**src/rtl/core_encode.sv**
```systemverilog
// RV32I instruction encoder feeding a 2-entry output FIFO (latency 1).
// Optional immediate range checking is enabled by defining ENCODE_RANGE_CHECK_EN.

package core_encode_pkg;

  typedef enum logic [5:0] {
    OP_ADDI, OP_SLTI, OP_SLTIU, OP_XORI, OP_ORI, OP_ANDI, OP_SLLI, OP_SRLI, OP_SRAI,
    OP_ADD, OP_SUB, OP_SLL, OP_SLT, OP_SLTU, OP_XOR, OP_SRL, OP_SRA, OP_OR, OP_AND,
    OP_BEQ, OP_BNE, OP_BLT, OP_BGE, OP_BLTU, OP_BGEU,
    OP_LB, OP_LH, OP_LW, OP_LBU, OP_LHU, OP_SB, OP_SH, OP_SW,
    OP_LUI, OP_AUIPC, OP_JAL, OP_JALR
  } op_e;

  typedef enum logic [2:0] {
    FMT_R, FMT_I, FMT_SH, FMT_S, FMT_B, FMT_U, FMT_J, FMT_ILL
  } fmt_e;

  localparam logic [6:0] OPC_OP_IMM = 7'b0010011;
  localparam logic [6:0] OPC_OP     = 7'b0110011;
  localparam logic [6:0] OPC_BRANCH = 7'b1100011;
  localparam logic [6:0] OPC_LOAD   = 7'b0000011;
  localparam logic [6:0] OPC_STORE  = 7'b0100011;
  localparam logic [6:0] OPC_LUI    = 7'b0110111;
  localparam logic [6:0] OPC_AUIPC  = 7'b0010111;
  localparam logic [6:0] OPC_JAL    = 7'b1101111;
  localparam logic [6:0] OPC_JALR   = 7'b1100111;

  localparam logic [6:0]  F7_ALT   = 7'b0100000;
  localparam logic [31:0] NOP_INST = 32'h0000_0013;

  typedef struct packed {
    logic [31:0] inst;
    logic        err;
  } entry_t;

endpackage

module core_encode
  import core_encode_pkg::*;
(
  input  logic        clk,
  input  logic        rst_n,
  input  logic        in_valid,
  output logic        in_ready,
  input  logic [5:0]  in_op,
  input  logic [4:0]  in_rd,
  input  logic [4:0]  in_rs1,
  input  logic [4:0]  in_rs2,
  input  logic [31:0] in_imm,
  output logic        out_valid,
  input  logic        out_ready,
  output logic [31:0] out_inst,
  output logic        out_err
);

  // ------------------------------------------------------------------
  // Decode: instruction format, major opcode and function fields
  // ------------------------------------------------------------------
  fmt_e       fmt;
  logic [6:0] opcode;
  logic [2:0] funct3;
  logic [6:0] funct7;

  // NOTE: every signal assigned in an always_comb gets a default first, so no path leaves it unassigned and no latch is inferred.
  always_comb begin
    fmt    = FMT_ILL;
    opcode = OPC_OP_IMM;
    case (in_op)
      OP_ADDI, OP_SLTI, OP_SLTIU, OP_XORI, OP_ORI, OP_ANDI: begin
        fmt    = FMT_I;
        opcode = OPC_OP_IMM;
      end
      OP_SLLI, OP_SRLI, OP_SRAI: begin
        fmt    = FMT_SH;
        opcode = OPC_OP_IMM;
      end
      OP_ADD, OP_SUB, OP_SLL, OP_SLT, OP_SLTU, OP_XOR, OP_SRL, OP_SRA, OP_OR, OP_AND: begin
        fmt    = FMT_R;
        opcode = OPC_OP;
      end
      OP_BEQ, OP_BNE, OP_BLT, OP_BGE, OP_BLTU, OP_BGEU: begin
        fmt    = FMT_B;
        opcode = OPC_BRANCH;
      end
      OP_LB, OP_LH, OP_LW, OP_LBU, OP_LHU: begin
        fmt    = FMT_I;
        opcode = OPC_LOAD;
      end
      OP_SB, OP_SH, OP_SW: begin
        fmt    = FMT_S;
        opcode = OPC_STORE;
      end
      OP_LUI: begin
        fmt    = FMT_U;
        opcode = OPC_LUI;
      end
      OP_AUIPC: begin
        fmt    = FMT_U;
        opcode = OPC_AUIPC;
      end
      OP_JAL: begin
        fmt    = FMT_J;
        opcode = OPC_JAL;
      end
      OP_JALR: begin
        fmt    = FMT_I;
        opcode = OPC_JALR;
      end
      default: begin
        fmt    = FMT_ILL;
        opcode = OPC_OP_IMM;
      end
    endcase
  end

  always_comb begin
    funct3 = 3'd0;
    case (in_op)
      OP_SLLI, OP_SLL, OP_BNE, OP_LH, OP_SH:                   funct3 = 3'd1;
      OP_SLTI, OP_SLT, OP_LW, OP_SW:                           funct3 = 3'd2;
      OP_SLTIU, OP_SLTU:                                       funct3 = 3'd3;
      OP_XORI, OP_XOR, OP_BLT, OP_LBU:                         funct3 = 3'd4;
      OP_SRLI, OP_SRAI, OP_SRL, OP_SRA, OP_BGE, OP_LHU:        funct3 = 3'd5;
      OP_ORI, OP_OR, OP_BLTU:                                  funct3 = 3'd6;
      OP_ANDI, OP_AND, OP_BGEU:                                funct3 = 3'd7;
      default:                                                 funct3 = 3'd0;
    endcase
  end

  assign funct7 = (in_op == OP_SUB || in_op == OP_SRA || in_op == OP_SRAI) ? F7_ALT : 7'd0;

  // ------------------------------------------------------------------
  // Field assembly; unused register fields simply never reach the word
  // ------------------------------------------------------------------
  logic [31:0] raw_inst;

  always_comb begin
    raw_inst = NOP_INST;
    case (fmt)
      FMT_R:   raw_inst = {funct7, in_rs2, in_rs1, funct3, in_rd, opcode};
      FMT_I:   raw_inst = {in_imm[11:0], in_rs1, funct3, in_rd, opcode};
      FMT_SH:  raw_inst = {funct7, in_imm[4:0], in_rs1, funct3, in_rd, opcode};
      FMT_S:   raw_inst = {in_imm[11:5], in_rs2, in_rs1, funct3, in_imm[4:0], opcode};
      FMT_B:   raw_inst = {in_imm[12], in_imm[10:5], in_rs2, in_rs1, funct3,
                           in_imm[4:1], in_imm[11], opcode};
      FMT_U:   raw_inst = {in_imm[31:12], in_rd, opcode};
      FMT_J:   raw_inst = {in_imm[20], in_imm[10:1], in_imm[11], in_imm[19:12], in_rd, opcode};
      default: raw_inst = NOP_INST;
    endcase
  end

  // ------------------------------------------------------------------
  // Error detection: a flagged request is replaced by ADDI x0,x0,0
  // ------------------------------------------------------------------
  logic enc_err;

`ifdef ENCODE_RANGE_CHECK_EN
  logic signed [31:0] imm_s;
  assign imm_s = $signed(in_imm);

  always_comb begin
    enc_err = 1'b0;
    case (fmt)
      FMT_I, FMT_S: enc_err = (imm_s < -32'sd2048) || (imm_s > 32'sd2047);
      FMT_SH:       enc_err = (imm_s < 32'sd0) || (imm_s > 32'sd31);
      FMT_B:        enc_err = in_imm[0] || (imm_s < -32'sd4096) || (imm_s > 32'sd4094);
      FMT_U:        enc_err = (in_imm[11:0] != 12'd0);
      FMT_J:        enc_err = in_imm[0] || (imm_s < -32'sd1048576) || (imm_s > 32'sd1048574);
      default:      enc_err = 1'b1;
    endcase
  end
`else
  assign enc_err = 1'b0;
`endif

  entry_t enc_entry;
  assign enc_entry.inst = enc_err ? NOP_INST : raw_inst;
  assign enc_entry.err  = enc_err;

  // ------------------------------------------------------------------
  // 2-entry FIFO
  // ------------------------------------------------------------------
  entry_t     mem_q [2];
  entry_t     mem_d [2];
  logic       wr_ptr_q, wr_ptr_d;
  logic       rd_ptr_q, rd_ptr_d;
  logic [1:0] count_q, count_d;
  logic       push, pop;

  assign in_ready  = (count_q != 2'd2);
  assign out_valid = (count_q != 2'd0);
  assign push      = in_valid && in_ready;
  assign pop       = out_valid && out_ready;

  always_comb begin
    mem_d    = mem_q;
    wr_ptr_d = wr_ptr_q;
    rd_ptr_d = rd_ptr_q;
    count_d  = count_q;
    if (push) begin
      mem_d[wr_ptr_q] = enc_entry;
      wr_ptr_d        = ~wr_ptr_q;
    end
    if (pop) begin
      rd_ptr_d = ~rd_ptr_q;
    end
    case ({push, pop})
      2'b10:   count_d = count_q + 2'd1;
      2'b01:   count_d = count_q - 2'd1;
      default: count_d = count_q;
    endcase
  end

  // NOTE: sequential state uses non-blocking assignments so every flop samples the pre-edge values.
  // NOTE: the storage itself is reset because out_inst/out_err read the head entry directly and must be 0 in reset.
  always_ff @(posedge clk or negedge rst_n) begin
    if (!rst_n) begin
      mem_q[0] <= '0;
      mem_q[1] <= '0;
      wr_ptr_q <= 1'b0;
      rd_ptr_q <= 1'b0;
      count_q  <= 2'd0;
    end else begin
      mem_q    <= mem_d;
      wr_ptr_q <= wr_ptr_d;
      rd_ptr_q <= rd_ptr_d;
      count_q  <= count_d;
    end
  end

  assign out_inst = mem_q[rd_ptr_q].inst;
  assign out_err  = mem_q[rd_ptr_q].err;

  // ------------------------------------------------------------------
  // Protocol properties
  // ------------------------------------------------------------------
  a_count_range : assert property (@(posedge clk) disable iff (!rst_n) count_q <= 2'd2);

  a_head_stable : assert property (@(posedge clk) disable iff (!rst_n)
    (out_valid && !out_ready) |=> (out_valid && $stable(out_inst) && $stable(out_err)));

  a_no_push_full : assert property (@(posedge clk) disable iff (!rst_n)
    (count_q == 2'd2) |-> !push);

endmodule

```
**config.mk**
```make
export PLATFORM = sky130hd
export DESIGN_NAME = core_encode
export DESIGN_NICKNAME = d
export VERILOG_FILES = /design/src/rtl/core_encode.sv
export SDC_FILE = /design/constraint.sdc
export NUM_CORES = 1
export LEC_CHECK = 0
export CAP_MARGIN = 20
export CORE_ASPECT_RATIO = 1.25
export CORE_MARGIN = 1
export CORE_UTILIZATION = 45
export CTS_BUF_LIST = sky130_fd_sc_hd__clkbuf_8 sky130_fd_sc_hd__clkbuf_16
export DETAILED_ROUTE_END_ITERATION = 8
export PLACE_DENSITY = 0.73
export SETUP_SLACK_MARGIN = 0.02
export SKIP_LAST_GASP = 1
export SLEW_MARGIN = 15
export SYNTH_ARGS = -nofsm -noshare
export SYNTH_HDL_FRONTEND = slang
export SYNTH_SLANG_ARGS = --single-unit
```
**constraint.sdc**
```tcl
create_clock -name clk -period 2.5 [get_ports clk]
set_clock_uncertainty 0.05 [all_clocks]
set_input_delay 0.375 -clock clk [delete_from_list [all_inputs] [get_ports clk]]
set_output_delay 0.375 -clock clk [all_outputs]
set_load 0.01 [all_outputs]
```
==> summary.md, run 1 <==
| Metric | Value |
|---|---|
| Slew Viols, Final | `0` |
| Count leader, synth | `dfrtp_1` |
| Ranking of synthesized cells by area | `dfrtp_1 42%, mux2_2 16%, o21ai_0 4.2%` |
| Die area | `slightly above 9000 sq um` |
| Tightest Pin Transition | `0.566 ns` |
| Largest net degree at the start of global routing | `67` |
| I/O pin count | `92` |
| Warnings from Yosys | `0` |
| Final setup fails | `0` |
| Mapped Avg Cell Area | `between 10 and 15 sq um` |
| Grt total ovfl | `0` |
| DRT iter0 DRCs | `146` |
| Avg WL per Cell | `about 17 microns` |
| Total wire length | `roughly 10 mm` |
| Post-synthesis adder-cell area fraction | `under 10%` |
| Hold_sp | `mem_q[2]` |
| Worst-Skew Late Latency | `around 0.34 ns` |
| Antenna violations before repair | `0` |
| DR pass1 iterations | `4` |
| Final setup margin | `about 0.15 ns` |
| PD cells | `between 900 and 1000 nW/um^2` |
| Unrepaired setup endpoints after global routing | `false` |
| Top_reg_cell synth | `dfrtp_1` |
| Hold Path Class | `flip-flop to flip-flop` |
| Post-synthesis sequential area ratio | `42.2%` |
| GRT Overall Usage | `about 24%` |
| Max_cap viols | `0` |
| First-pass GRT wire length | `around 17 mm` |
| Clock tree sinks | `between 60 and 70` |
| Mapped Area | `about 3900 sq um` |
| Largest family of logic cells by synthesized area | `compound AO/OA/AOI/OAI gates` |
| Final ANT Viol Nets | `0` |
| Tcrit/Tclk final | `between 90% and 100%` |
| Total CTS buffers | `9` |
| CTS tree | `built` |
| Crit path time final | `roughly 2.3 ns` |
| Core footprint | `~8300 sq um` |
| Setup crit start kind | `input pin` |
| # diodes | `0` |
| Setup WS pre-CTS | `-0.489 ns` |
| Syn Inst Count | `379` |
| Root buffer cell | `clkbuf_8` |
| Synth Area in Compound Gates | `between 10% and 20%` |
| DR DRC count | `0` |
| Rows | `37` |
| Yosys cell types | `66` |
| FF-to-FF End | `mem_q[45]` |
| Hold path depth | `1` |
| WHS | `roughly 0.41 ns` |
| Nets | `567` |
| LEAKAGE | `between 2 and 2.5 nW` |
| Cell area after layout | `around 5500 sq um` |
| FFs w/ async S/R, synth | `100%` |
| Fraction of synthesized area in multiplexers | `17.6%` |
| HPWL after DPL | `7.78 mm` |
| Worst vdd ir | `between 0.3 and 0.4 mV` |
| Synth area leader | `dfrtp_1` |
| Commonest cells in the synthesized netlist | `66 x dfrtp_1, 54 x mux2_2, 38 x nand2_1, 33 x o21ai_0, 23 x nor2_1` |
| H-tree Lvls | `3` |
| Clk buf depth | `2` |
| Kind of critical path | `input pin to flip-flop` |
| Reg-to-reg setup timing slack | `0.71 ns` |
| Rel. slew slack | `approximately 62%` |
| RR Startpoint | `count_q[0]` |
| Crit path max fanout | `9` |
| DR vias | `between 3,000 and 4,000` |
| Vias in the first global route | `3,537` |
| Final Hold Fails | `0` |
| Post-synth EDFFs | `0` |
| Hold Path End | `mem_q[2]` |
| Area Growth Syn to Fin | `41.4%` |
| Synth Area in Simple Gates | `about an eighth` |
| Peak Freq | `approximately 430 MHz` |
| Die Ht | `approximately 110 microns` |
| Vias per cell | `roughly 5.6` |
| Yosys top cell area share | `42.2%` |
| Critical Path End Type | `flip-flop` |
| Fill count | `approximately 660` |
| Die X | `around 85 microns` |
| Net count after synthesis | `441` |
| WP data arrival | `approximately 2.5 ns` |
| Worst R2R Path Depth | `6` |
| Ratio of cells with drive above 1 in the final layout | `29.6%` |
| GP Congestion | `roughly 0.92` |
| Dpl cell area | `between 5000 and 6000 sq um` |
| Port Buffers | `90` |
| Synth Area in XOR/XNOR | `about 2.2%` |
| Yosys reg bits | `66` |
| Clock transition at the registers of the reported paths | `~0.070 ns` |
| Status | `completed` |
| Required time worst endpoint | `2.67 ns` |
| Initial Util | `a little under half` |
[cell type report]
| cell class | instances | area, sq um | share of cell area [%] |
|---|---|---|---|
| clock buffers | 9 | 124 | 2.24 |
| flip-flops and latches | 66 | 1650 | 29.9 |
| clock inverters | 7 | 62.6 | 1.13 |
| multi-input cells | 277 | 2180 | 39.5 |
| inverters | 7 | 26.3 | 0.475 |
| well taps | 97 | 121 | 2.20 |
| repair buffers | 144 | 1360 | 24.6 |
[stage by stage]
stage	instances	total power, mW	util (%)	setup TNS [ns]
after floorplan	379	3.31	-	0
after global placement	588	4.47	62.4	-18.78
after detailed placement	588	4.55	62.4	-21.81
after CTS	607	5.47	66.0	0
after global routing	607	5.78	66.3	0
final	607	5.43	66.3	0
[critical path, cell delays in order]
cell and delay, ns:
clkdlybuf4s50_1 0.48, or3b_1 0.40, a21oi_2 0.21, buf_4 0.15, nor2_1 0.03, buf_4 0.15, mux2i_4 0.19, buf_12 0.18
a221oi_1 0.24, o2bb2ai_1 0.11
[worst max path at each step]
stage,slack [ns],cells after the start,startpoint,to
3_3_place_gp,-0.41,9,in_op[0],mem_q[52]
2_1_floorplan,0.15,10,in_op[0],mem_q[65]
6_report,0.15,10,in_op[5],mem_q[57]
3_5_place_dp,-0.49,10,in_op[0],mem_q[23]
5_1_grt,0.01,11,in_op[0],mem_q[23]
4_1_cts,0.04,10,in_op[4],mem_q[23]
[cells in the final DEF (no fill, tap or decap), types with 5 or more instances in the layout]
| master | Yosys | layout |
|---|---|---|
| a31oi_1 | 6 | 6 |
| mux2_2 | 54 | 54 |
| a221oi_2 | 0 | 6 |
| a22oi_1 | 5 | 5 |
| inv_1 | 7 | 9 |
| o21ai_0 | 33 | 33 |
| a32o_1 | 6 | 6 |
| nand2b_1 | 8 | 8 |
| o2bb2ai_1 | 8 | 8 |
| nand2_1 | 38 | 38 |
| nor2_1 | 23 | 23 |
| clkbuf_8 | 0 | 9 |
| dfrtp_1 | 66 | 66 |
| a21oi_1 | 8 | 8 |
| ha_1 | 5 | 5 |
| buf_4 | 5 | 48 |
| clkdlybuf4s50_1 | 0 | 85 |
[layer usage]
layer | part of all wire [%] | global-route usage, %
met3 | 3.2 | 3.73
met4 | 3.4 | 12.4
met2 | 53 | 43.4
met5 | 0 | 0
met1 | 41 | 28.1
[cells by family after synthesis]
logic type	Yosys count
other cells	1
xor+xnor	7
mux	59
compound gates	107
fa+ha+maj	5
flops	66
simple gates	98
buf+inv	36
[registers in the layout (all words and copies together), names as in the netlist]
name and flops:
rd_ptr_q 1, count_q 2, wr_ptr_q 1, mem_q 62
[power breakdown]
group / switching, mW / internal (mW) / leakage [nW] / total (mW)
combinational: 1.21 / 1.58 / 1.43 / 2.79
sequential: 0.243 / 1.55 / 0.810 / 1.79
clock: 0.406 / 0.449 / 0.0976 / 0.855
[repair_timing]
item / in CTS / in global routing
setup buffers: 2 / 0
pin swaps: 3 / 1
hold endpoints to repair: 20 / 0
setup endpoints to repair: 37 / 36
hold buffers: 1 / 0
resized for setup: 15 / 7
(Power assumes the default switching activity.)
==> run 2, diff against run 1 <==
--- a/config.mk
+++ b/config.mk
@@ -11,7 +11,7 @@
 export CORE_UTILIZATION = 45
 export CTS_BUF_LIST = sky130_fd_sc_hd__clkbuf_8 sky130_fd_sc_hd__clkbuf_16
 export DETAILED_ROUTE_END_ITERATION = 8
-export PLACE_DENSITY = 0.73
+export PLACE_DENSITY = 0.8
 export SETUP_SLACK_MARGIN = 0.02
 export SKIP_LAST_GASP = 1
 export SLEW_MARGIN = 15
==> constraint.sdc (replaced) <==
create_clock -name clk -period 2.22 [get_ports clk]
set_clock_uncertainty 0.05 [all_clocks]
set_input_delay 0.333 -clock clk [delete_from_list [all_inputs] [get_ports clk]]
set_output_delay 0.333 -clock clk [all_outputs]
set_load 0.01 [all_outputs]
==> summary.md, run 2 (synthesis results as in run 1) <==
| Metric | Value |
|---|---|
| Final Hold Fails | `0 (unchanged)` |
| Vias in the first global route | `3,591 (+1.5%)` |
| Largest regs | `mem_q: 62 flops, count_q: 2 flops` |
| GRT Overall Usage | `24.7% (+0.41 points)` |
| Max_cap viols | `0 (unchanged)` |
| WP data arrival | `1.83 ns (-0.69 ns)` |
| Grt total ovfl | `0 (unchanged)` |
| Vias per cell | `5.75 (+1.9%)` |
| Critical Path End Type | `output port` |
| DRT iter0 DRCs | `162 (+11%)` |
| Worst vdd ir | `0.401 mV (+20%)` |
| Die Ht | `106 microns (unchanged)` |
| Die area | `9070 sq um (unchanged)` |
| Non-filler cells, final | `624 (+2.8%)` |
| Final setup fails | `0 (unchanged)` |
| Reg with most FFs | `mem_q` |
| Slew Viols, Final | `0 (unchanged)` |
| Required time worst endpoint | `1.84 ns (-0.83 ns)` |
| Ratio of cells with drive above 1 in the final layout | `34.9% (+5.3 points)` |
| Most common cell after layout, fill and taps aside | `clkdlybuf4s50_1` |
| Highest-count cells in the layout ignoring fill and taps | `82 x clkdlybuf4s50_1, 65 x dfrtp_1, 55 x buf_4` |
| Root buffer cell | `clkbuf_8` |
| Tcrit/Tclk final | `99.6%` |
| Status | `completed` |
| Setup WS pre-CTS | `-0.719 ns (-0.230 ns)` |
| Setup TNS | `0 ns (unchanged)` |
| Reg-to-reg setup timing slack | `0.30 ns (-0.41 ns)` |
| I/O pin count | `92 (unchanged)` |
| HPWL after DPL | `7.74 mm (-0.51%)` |
| Total wire length | `10.9 mm (+5.0%)` |
| Avg WL per Cell | `17.5 microns (+2.1%)` |
| Clock tree sinks | `66 (unchanged)` |
| DR DRC count | `0 (unchanged)` |
| FF-to-FF End | `mem_q[42]` |
| Hold path depth | `1 (unchanged)` |
| Core footprint | `8330 sq um (unchanged)` |
| Final ANT Viol Nets | `0 (unchanged)` |
| GP Congestion | `0.902 (-1.7%)` |
| Unrepaired setup endpoints after global routing | `true` |
| Rel. slew slack | `65.4% (+3.4 points)` |
| Setup crit start kind | `flip-flop` |
| Hold_sp | `mem_q[35]` |
| Nets | `584 (+3.0%)` |
| H-tree Lvls | `3 (unchanged)` |
| Hold Path Class | `flip-flop to flip-flop` |
| Crit path max fanout | `20 (+11)` |
| LEAKAGE | `2.46 nW (+5.0%)` |
| Area Growth Syn to Fin | `48.1%` |
| Placed cells | `597 (+1.5%)` |
| Core Util, Final | `69.5% (+3.1 points)` |
| Total CTS buffers | `9 (unchanged)` |
| DR pass1 iterations | `4 (unchanged)` |
| DR vias | `3,588 (+4.7%)` |
| Power Total | `6.23 mW (+15%)` |
| Worst R2R Path Depth | `5 (-1)` |
| Peak Freq | `about 450 MHz` |
| Crit path time final | `2.21 ns` |
| Fill count | `622 (-6.2%)` |
| Final setup margin | `0.00979 ns (-0.142 ns)` |
| Die X | `85.4 microns (unchanged)` |
| Largest net degree at the start of global routing | `67 (unchanged)` |
| CTS tree | `built` |
| Hold Path End | `mem_q[35]` |
| Initial Util | `46.9% (unchanged)` |
| First-pass GRT wire length | `17.1 mm (+0.89%)` |
| Clock transition at the registers of the reported paths | `0.07 ns (about the same)` |
| Rows | `37 (unchanged)` |
| # diodes | `0 (unchanged)` |
| Max reg flops | `62 (unchanged)` |
| PD cells | `1080 nW/um^2 (+9.5%)` |
| Antenna violations before repair | `0 (unchanged)` |
| Kind of critical path | `flip-flop to output port` |
| Clk buf depth | `2 (unchanged)` |
| Tightest Pin Transition | `0.516 ns (-0.0505 ns)` |
| Port Buffers | `90 (unchanged)` |
| RR Startpoint | `count_q[0]` |
| Worst-Skew Late Latency | `0.35 ns (about the same)` |
-- run 2: changes by cell type in the layout (fill, tap and decap cells not counted), sizes merged, moves of 2 or more --
cell | previous run | this run
buf | 54 | 71
clkbuf | 9 | 12
clkdlybuf4s50 | 85 | 82
dlygate4sd2 | 2 | 4
-- run 2: layer usage --
metal / GRT usage [%] / routed length (microns) / vias up
li1: - / - / 1681
met1: 29.3 / 4500 / 1781
met2: 43.4 / 5710 / 100
met3: 4.35 / 389 / 26
met4: 11.4 / 328 / 0
met5: 0 / 0 / -
-- run 2: critical path, cell delays in order, from the launching register on --
cell	delay, ns
dfrtp_2	0.42
buf_12	0.18
mux2_2	0.37
clkdlybuf4s50_1	0.48
-- run 2: cell type report --
| type | instances | area, sq um | area share (%) |
|---|---|---|---|
| multi-input combinational | 277 | 2250 | 38.8 |
| sequential | 66 | 1650 | 28.5 |
| timing repair buffer | 161 | 1570 | 27.1 |
| clock buffer | 10 | 138 | 2.38 |
| tap | 97 | 121 | 2.10 |
| clock inverter | 6 | 33.8 | 0.584 |
| inverter | 7 | 26.3 | 0.454 |
-- run 2: report_power, final --
group | internal (mW) | switching, mW | leakage, nW
logic | 1.88 | 1.42 | 1.56
registers | 1.74 | 0.296 | 0.809
clock network | 0.425 | 0.464 | 0.0892
total | 4.05 | 2.18 | 2.46
-- run 2: worst max path at each step --
stage | startpoint | end | slack, ns | cells after the start
6_report | rd_ptr_q | out_inst[8] | 0.01 | 3
3_5_place_dp | in_op[1] | mem_q[49] | -0.72 | 11
4_1_cts | rd_ptr_q | out_inst[17] | -0.008 | 3
2_1_floorplan | in_op[0] | mem_q[47] | 0.02 | 7
3_3_place_gp | in_op[1] | mem_q[20] | -0.62 | 11
5_1_grt | rd_ptr_q | out_inst[8] | -0.03 | 3
-- run 2: metrics by stage --
step | hold WS, ns | cell area (sq um)
finish | 0.421 | 5790
global route | 0.445 | 5790
CTS | 0.422 | 5740
detailed placement | 0.324 | 5320
global placement | 0.318 | 5320
floorplan | -0.0126 | 3940
-- run 2: timing repair --
item	4_1_cts	5_1_grt
setup buffers	8	0
gates resized for setup	37	15
pin swaps	10	2
hold buffers	1	0
setup endpoints to repair	77	68
endpoints found under the hold margin	66	0
gates cloned	1	1
